File: config.mk
export PLATFORM = sky130hd
export DESIGN_NAME = cmd_deframer_flat
export DESIGN_NICKNAME = d
export VERILOG_FILES = /design/src/rtl/cmd_deframer_pkg.sv /design/src/rtl/cmd_deframer_if.sv /design/src/rtl/cmd_deframer_idle_timer.sv /design/src/rtl/cmd_deframer.sv /design/src/flat_wrapper.sv
export SDC_FILE = /design/constraint.sdc
export NUM_CORES = 1
export LEC_CHECK = 0
export ABC_AREA = 1
export BUFFER_PORTS_ARGS = -buffer_cell sky130_fd_sc_hd__buf_2
export CAP_MARGIN = 15
export CORE_MARGIN = 10
export CORE_UTILIZATION = 30
export CTS_CLUSTER_DIAMETER = 200
export CTS_CLUSTER_SIZE = 8
export DETAILED_ROUTE_END_ITERATION = 16
export GPL_TIMING_DRIVEN = 0
export PLACE_DENSITY = 0.59
export SLEW_MARGIN = 20
export SYNTH_ARGS = -nofsm -noshare
export SYNTH_HDL_FRONTEND = slang
export SYNTH_SLANG_ARGS = --single-unit
File: constraint.sdc
create_clock -name clk -period 3.2 [get_ports clk]
set_clock_uncertainty 0.05 [all_clocks]
set_input_delay 0.8 -clock clk [delete_from_list [all_inputs] [get_ports clk]]
set_output_delay 0.8 -clock clk [all_outputs]
set_load 0.1 [all_outputs]
File: src/rtl/cmd_deframer_pkg.sv
// Shared constants for the command deframer: sync word, state encoding
// and frame geometry.
package cmd_pkg;

  // Frame sync word, sent MSB byte first
  localparam logic [31:0] MAGIC_DEFAULT = 32'hF0AA550F;

  // Deframer state encoding
  localparam logic [1:0] ST_HUNT = 2'd0;
  localparam logic [1:0] ST_CMD  = 2'd1;
  localparam logic [1:0] ST_CHK  = 2'd2;
  localparam logic [1:0] ST_OUT  = 2'd3;

  // Number of command bytes following the sync word
  localparam int CMD_BYTES = 4;

  // XOR of the four bytes of a 32-bit word
  function automatic logic [7:0] xor_bytes(input logic [31:0] w);
    return w[31:24] ^ w[23:16] ^ w[15:8] ^ w[7:0];
  endfunction

endpackage

File: src/rtl/cmd_deframer_if.sv
// Command output bus of the deframer: magic + command words on a
// valid/ready handshake towards the control-parameter block.
interface cmd_deframer_if;
  logic [31:0] cmd_magic;
  logic [31:0] cmd_command;
  logic        cmd_vld;
  logic        cmd_rdy;

  modport master (
    output cmd_magic,
    output cmd_command,
    output cmd_vld,
    input  cmd_rdy
  );

  modport slave (
    input  cmd_magic,
    input  cmd_command,
    input  cmd_vld,
    output cmd_rdy
  );
endinterface

File: src/rtl/cmd_deframer_idle_timer.sv
// Inter-byte idle counter. Counts cycles while enabled, restarts on clear,
// and pulses expired on the cycle the count sits at term-1 without a clear.
// A terminal value of 0 disables expiry and keeps the counter at 0.
module cmd_idle_timer (
  input  logic        clk,
  input  logic        rst_n,
  input  logic        clr_i,
  input  logic        en_i,
  input  logic [15:0] term_i,
  output logic        expired_o
);

  logic [15:0] cnt_q;
  logic [15:0] cnt_d;

  assign expired_o = en_i && !clr_i && (term_i != 16'd0) &&
                     (cnt_q == term_i - 16'd1);

  // Next count: restart on clear, disable, expiry or disabled timeout
  always_comb begin
    cnt_d = cnt_q + 16'd1;
    if (!en_i || clr_i || expired_o || (term_i == 16'd0)) begin
      cnt_d = 16'd0;
    end
  end

  // Counter register
  always_ff @(posedge clk or negedge rst_n) begin
    if (!rst_n) begin
      cnt_q <= 16'd0;
    end else begin
      cnt_q <= cnt_d;
    end
  end

endmodule

File: src/rtl/cmd_deframer.sv
// Host byte stream -> (magic, command) deframer with sliding-window sync
// hunting, inter-byte timeout and a saturating frame-error counter.
// Optional trailing XOR check byte when CMD_XOR_CHK_EN is defined.
module cmd_deframer
  import cmd_pkg::*;
#(
  parameter logic [31:0] MAGIC         = MAGIC_DEFAULT,
  parameter logic [15:0] TIMEOUT_TICKS = 16'd20000,
  parameter int          ERR_W         = 8
) (
  input  logic              clk,
  input  logic              rst_n,
  input  logic [7:0]        i_rx_data,
  input  logic              i_rx_vld,
  output logic              o_rx_rdy,
  cmd_deframer_if.master    cmd_if,
  output logic [ERR_W-1:0]  o_frame_err_cnt,
  output logic              o_busy
);

  logic [1:0]       state_q, state_d;
  logic [31:0]      win_q, win_d;
  logic [31:0]      magic_q, magic_d;
  logic [31:0]      cmd_q, cmd_d;
  logic [1:0]       idx_q, idx_d;
  logic [ERR_W-1:0] err_q, err_d;
`ifdef CMD_XOR_CHK_EN
  logic [7:0]       xor_q, xor_d;
`endif

  logic        rx_fire;
  logic        cmd_fire;
  logic        timer_en;
  logic        timer_exp;
  logic        err_inc;
  logic [31:0] win_shift;

  assign o_rx_rdy  = (state_q != ST_OUT);
  assign rx_fire   = i_rx_vld && o_rx_rdy;
  assign cmd_fire  = cmd_if.cmd_vld && cmd_if.cmd_rdy;
  assign win_shift = {win_q[23:0], i_rx_data};
  assign timer_en  = (state_q == ST_CMD) || (state_q == ST_CHK);

  assign cmd_if.cmd_vld     = (state_q == ST_OUT);
  assign cmd_if.cmd_magic   = magic_q;
  assign cmd_if.cmd_command = cmd_q;
  assign o_frame_err_cnt    = err_q;
  assign o_busy             = (state_q != ST_HUNT);

  cmd_idle_timer u_idle_timer (
    .clk       (clk),
    .rst_n     (rst_n),
    .clr_i     (rx_fire),
    .en_i      (timer_en),
    .term_i    (TIMEOUT_TICKS),
    .expired_o (timer_exp)
  );

  // Frame FSM: hunt for sync, collect command, optionally check, present
  always_comb begin
    state_d = state_q;
    win_d   = win_q;
    magic_d = magic_q;
    cmd_d   = cmd_q;
    idx_d   = idx_q;
    err_inc = 1'b0;
`ifdef CMD_XOR_CHK_EN
    xor_d   = xor_q;
`endif
    case (state_q)
      ST_HUNT: begin
        if (rx_fire) begin
          win_d = win_shift;
          if (win_shift == MAGIC) begin
            magic_d = win_shift;
            idx_d   = 2'd0;
            state_d = ST_CMD;
`ifdef CMD_XOR_CHK_EN
            xor_d   = xor_bytes(win_shift);
`endif
          end
        end
      end
      ST_CMD: begin
        if (rx_fire) begin
          cmd_d = {cmd_q[23:0], i_rx_data};
          idx_d = idx_q + 2'd1;
`ifdef CMD_XOR_CHK_EN
          xor_d = xor_q ^ i_rx_data;
`endif
          if (idx_q == 2'(CMD_BYTES - 1)) begin
`ifdef CMD_XOR_CHK_EN
            state_d = ST_CHK;
`else
            state_d = ST_OUT;
`endif
          end
        end else if (timer_exp) begin
          state_d = ST_HUNT;
          win_d   = 32'd0;
          err_inc = 1'b1;
        end
      end
`ifdef CMD_XOR_CHK_EN
      ST_CHK: begin
        if (rx_fire) begin
          if (i_rx_data == xor_q) begin
            state_d = ST_OUT;
          end else begin
            state_d = ST_HUNT;
            win_d   = 32'd0;
            err_inc = 1'b1;
          end
        end else if (timer_exp) begin
          state_d = ST_HUNT;
          win_d   = 32'd0;
          err_inc = 1'b1;
        end
      end
`endif
      ST_OUT: begin
        // Hold outputs until downstream takes them; no timeout here
        if (cmd_fire) begin
          state_d = ST_HUNT;
          win_d   = 32'd0;
        end
      end
      default: begin
        state_d = ST_HUNT;
        win_d   = 32'd0;
      end
    endcase
  end

  // Saturating error count: sticks at all ones
  always_comb begin
    err_d = err_q;
    if (err_inc && (err_q != {ERR_W{1'b1}})) begin
      err_d = err_q + 1'b1;
    end
  end

  // State and datapath registers
  always_ff @(posedge clk or negedge rst_n) begin
    if (!rst_n) begin
      state_q <= ST_HUNT;
      win_q   <= 32'd0;
      magic_q <= 32'd0;
      cmd_q   <= 32'd0;
      idx_q   <= 2'd0;
      err_q   <= '0;
`ifdef CMD_XOR_CHK_EN
      xor_q   <= 8'd0;
`endif
    end else begin
      state_q <= state_d;
      win_q   <= win_d;
      magic_q <= magic_d;
      cmd_q   <= cmd_d;
      idx_q   <= idx_d;
      err_q   <= err_d;
`ifdef CMD_XOR_CHK_EN
      xor_q   <= xor_d;
`endif
    end
  end

endmodule

File: src/flat_wrapper.sv
// flat-port wrapper written by rule: the top's interface ports become plain ports
module cmd_deframer_flat import cmd_pkg::*;
#(
  parameter logic [31:0] MAGIC         = MAGIC_DEFAULT,
  parameter logic [15:0] TIMEOUT_TICKS = 16'd20000,
  parameter int          ERR_W         = 8
)
  (clk, rst_n, i_rx_data, i_rx_vld, o_rx_rdy, o_frame_err_cnt, o_busy, cmd_if_cmd_magic, cmd_if_cmd_command, cmd_if_cmd_vld, cmd_if_cmd_rdy);
  cmd_deframer_if cmd_if_i ();
  input  logic clk;
  input  logic rst_n;
  input  logic [7:0] i_rx_data;
  input  logic i_rx_vld;
  output logic o_rx_rdy;
  output logic [ERR_W-1:0] o_frame_err_cnt;
  output logic o_busy;
  output wire logic [$bits(cmd_if_i.cmd_magic)-1:0] cmd_if_cmd_magic;
  output wire logic [$bits(cmd_if_i.cmd_command)-1:0] cmd_if_cmd_command;
  output wire logic [$bits(cmd_if_i.cmd_vld)-1:0] cmd_if_cmd_vld;
  input wire logic [$bits(cmd_if_i.cmd_rdy)-1:0] cmd_if_cmd_rdy;
  assign cmd_if_cmd_magic = cmd_if_i.cmd_magic;
  assign cmd_if_cmd_command = cmd_if_i.cmd_command;
  assign cmd_if_cmd_vld = cmd_if_i.cmd_vld;
  assign cmd_if_i.cmd_rdy = cmd_if_cmd_rdy;
  cmd_deframer #(.MAGIC(MAGIC), .TIMEOUT_TICKS(TIMEOUT_TICKS), .ERR_W(ERR_W)) u_core (.clk(clk), .rst_n(rst_n), .i_rx_data(i_rx_data), .i_rx_vld(i_rx_vld), .o_rx_rdy(o_rx_rdy), .cmd_if(cmd_if_i), .o_frame_err_cnt(o_frame_err_cnt), .o_busy(o_busy));
endmodule
==> impl_metrics.json <==
{
  "grt_pass1_wl_um": 19700,
  "grt_pass1_vias": 3840,
  "worst-setup-path-type": "reg2out",
  "rsz0062_at_grt": "false",
  "portBuffers": 86,
  "yosysTopAreaCell": "dfrtp_1",
  "io_pins": 87,
  "p_comb_frac": 0.040,
  "syn-num-nets": 583,
  "worst_slack_ns": 0.523,
  "fin_hold_ws_ns": 0.293,
  "clock.fmax_mhz": 374,
  "yosysUniqueCellTypes": 27,
  "synth-seq-area-share": 0.596,
  "max_cap_violations": 0,
  "h-tree-depth": 4,
  "core_um2": 15900,
  "synthToLayoutAreaGrowth_pct": 28.5,
  "insertion_delay_ns": 0.41,
  "std_cell_rows": 46,
  "syn_avg_cell_area_um2": 8.61,
  "cts.repair.resized": 0,
  "drive_gt1_frac": 0.205,
  "num_vias": 3815,
  "hold_buffers": 0,
  "crit_path_start_kind": "register",
  "dieWidth_um": 147,
  "max_slew.worst_pin.slew_ns": 0.521,
  "synthesis.instances": 565,
  "r2r_slack_ns": 1.16,
  "power_frac_clock": 0.551,
  "yosys_warnings": 0,
  "critPathRequiredTime_ns": 2.35,
  "cts.sinks": 116,
  "p_int_uw": 2950,
  "synthTopCellsByArea": "dfrtp_1 60%, nand2_1 17%, inv_1 5.0%",
  "cts_setup_buffers": 0,
  "finalWeightedCongestion": 0.766,
  "seq_power_share": 0.409,
  "cp-end-kind": "output pin",
  "wl_um": 11800,
  "timing.final.hold_violations": 0,
  "first_pass_iters": 4,
  "finalCritPeriodShare": 0.836,
  "dieArea_um2": 21700,
  "die_h_um": 147,
  "antenna_cells": 0,
  "finalSetupViolations": 0,
  "clock_path_buffers": 2,
  "synth_area_um2": 4870,
  "cts_root_buf": "clkbuf_16",
  "wl_per_cell_um": 13.1,
  "overflow": 0,
  "outcome": "completed",
  "start_util": 0.306,
  "drt.antenna.violating_nets": 0,
  "drv_slew": 0,
  "synth_top_area_frac": 0.596,
  "p_switching_uw": 803,
  "cts.reportedPaths.clkPinSlew_ns": 0.06,
  "crit_arrival_ns": 1.83,
  "min_path_type": "in2async",
  "drc": 0,
  "crit_path_max_fanout": 9,
  "layout.nets": 689,
  "drt_iter0_markers": 236,
  "peakVddDrop_uv": 515,
  "grt_start_max_net_pins": 69,
  "numCtsBuffers": 17,
  "grt_use_total": 0.113,
  "pre_cts_slack_ns": 0.858,
  "dp_hpwl_um": 8520,
  "slew_headroom": 0.655,
  "tritoncts": "built",
  "power.leakage_uw": 0.00343,
  "period_needed_ns": 2.68,
  "vias_per_cell": 4.24,
  "swShare": 0.214,
  "power.density_nw_per_um2": 600,
  "ys_seq_elements": 116,
  "antenna_found_initial": 0
}
## critical path: stages, from the launching register on
cell and delay, ns:
dfrtp_1 0.40, inv_1 0.06, ha_1 0.18, buf_2 0.18, inv_1 0.14, buf_2 0.46
## power by group through the flow
stage          Sequential [µW]  Combinational [µW]  Clock (µW)
2_1_floorplan             1560                79.5           0
3_3_place_gp              1560                 146           0
3_5_place_dp              1560                 153           0
4_1_cts                   1530                 154        2120
5_1_grt                   1540                 173        2190
6_report                  1530                 149        2070
## layer usage
layer,part of all wire,track usage,vias to the layer above
met3,0.060,0.0385,12
li1,-,-,1948
met4,0.017,0.0491,0
met1,0.47,0.140,1778
met2,0.46,0.175,77
met5,0,0,-
## cells in the final DEF, fill, tap and decap left out, drive strengths merged
| master | synthesis | final |
|---|---|---|
| nand2 | 225 | 225 |
| clkbuf | 11 | 33 |
| buf | 7 | 94 |
| clkinvlp | 0 | 3 |
| inv | 67 | 69 |
| and3 | 1 | 1 |
| nor2 | 43 | 43 |
| ha | 6 | 6 |
| xnor2 | 4 | 4 |
| o21ai | 36 | 36 |
| nand4 | 7 | 7 |
| nand3 | 17 | 17 |
| clkinv | 2 | 3 |
| nand3b | 1 | 1 |
| dfrtp | 116 | 116 |
| o21bai | 1 | 1 |
| xor2 | 5 | 5 |
| a21o | 1 | 1 |
| nor3b | 1 | 1 |
| nor3 | 5 | 5 |
| a21oi | 7 | 7 |
| or2 | 2 | 2 |
| bufinv | 0 | 4 |
## synthesized netlist by cell type
cell type	n
o21ai_0	12
or2_2	2
buf_2	4
nand4_1	7
and3_1	1
buf_6	3
a21o_1	1
xnor2_1	4
xor2_1	5
inv_2	2
o21ai_2	4
nand3_1	17
nand2_1	224
nor3b_1	1
clkbuf_1	11
dfrtp_1	116
o21bai_1	1
inv_1	65
nor3_1	5
o21ai_1	20
clkinv_1	2
nor2_1	37
a21oi_1	7
nand2_2	1
nor2_2	6
ha_1	6
nand3b_1	1
## flip-flops by register name, indices dropped and copies added, names as in the netlist
name	cells
u_core.idx_q	2
u_core.cmd_if.cmd_magic	32
u_core.cmd_if.cmd_command	32
u_core.win_q	24
u_core.u_idle_timer.cnt_q	16
u_core.state_q	2
u_core.o_frame_err_cnt	8
## cell families after synthesis
family / synth area share
AND/OR/NAND/NOR: 0.249
buffers and inverters: 0.0728
adder cells (fa/ha/maj): 0.0154
flip-flops: 0.596
AO/OA/AOI/OAI: 0.0504
XOR/XNOR: 0.0162
## final cells by class
| type | instances | area (µm²) |
|---|---|---|
| inverter | 69 | 259 |
| sequential | 116 | 2900 |
| multi-input combinational | 362 | 1610 |
| buffer | 18 | 95.1 |
| timing repair buffer | 87 | 464 |
| tap | 216 | 270 |
| clock buffer | 22 | 484 |
| fill | 1663 | 9630 |
| clock inverter | 10 | 169 |
## path summary, 6_finish.rpt
| check | cells past startpoint | to | from |
|---|---|---|---|
| setup reg to reg | 11 | u_core.win_q[20] | u_core.state_q[0] |
| setup / recovery | 5 | o_busy | u_core.state_q[0] |
| max in group asynchronous | 2 | u_core.cmd_if.cmd_magic[27] | rst_n |
| hold / removal | 1 | u_core.win_q[0] | rst_n |
| hold reg to reg | 2 | u_core.cmd_if.cmd_magic[8] | u_core.cmd_if.cmd_magic[8] |
| min in group clk | 2 | u_core.cmd_if.cmd_magic[8] | u_core.cmd_if.cmd_magic[8] |
## through the flow
stage | total power, µW | setup TNS [ns] | util | std cells | area [µm²]
detailed placement | 1710 | 0 | 0.353 | 868 | 5600
global route | 3900 | 0 | 0.394 | 900 | 6250
finish | 3750 | 0 | 0.394 | 900 | 6250
CTS | 3800 | 0 | 0.394 | 900 | 6250
global placement | 1700 | -31.39 | 0.351 | 867 | 5570
floorplan | 1640 | 0 | - | 565 | 4870
No activity file was read; power rests on OpenSTA's default activity.
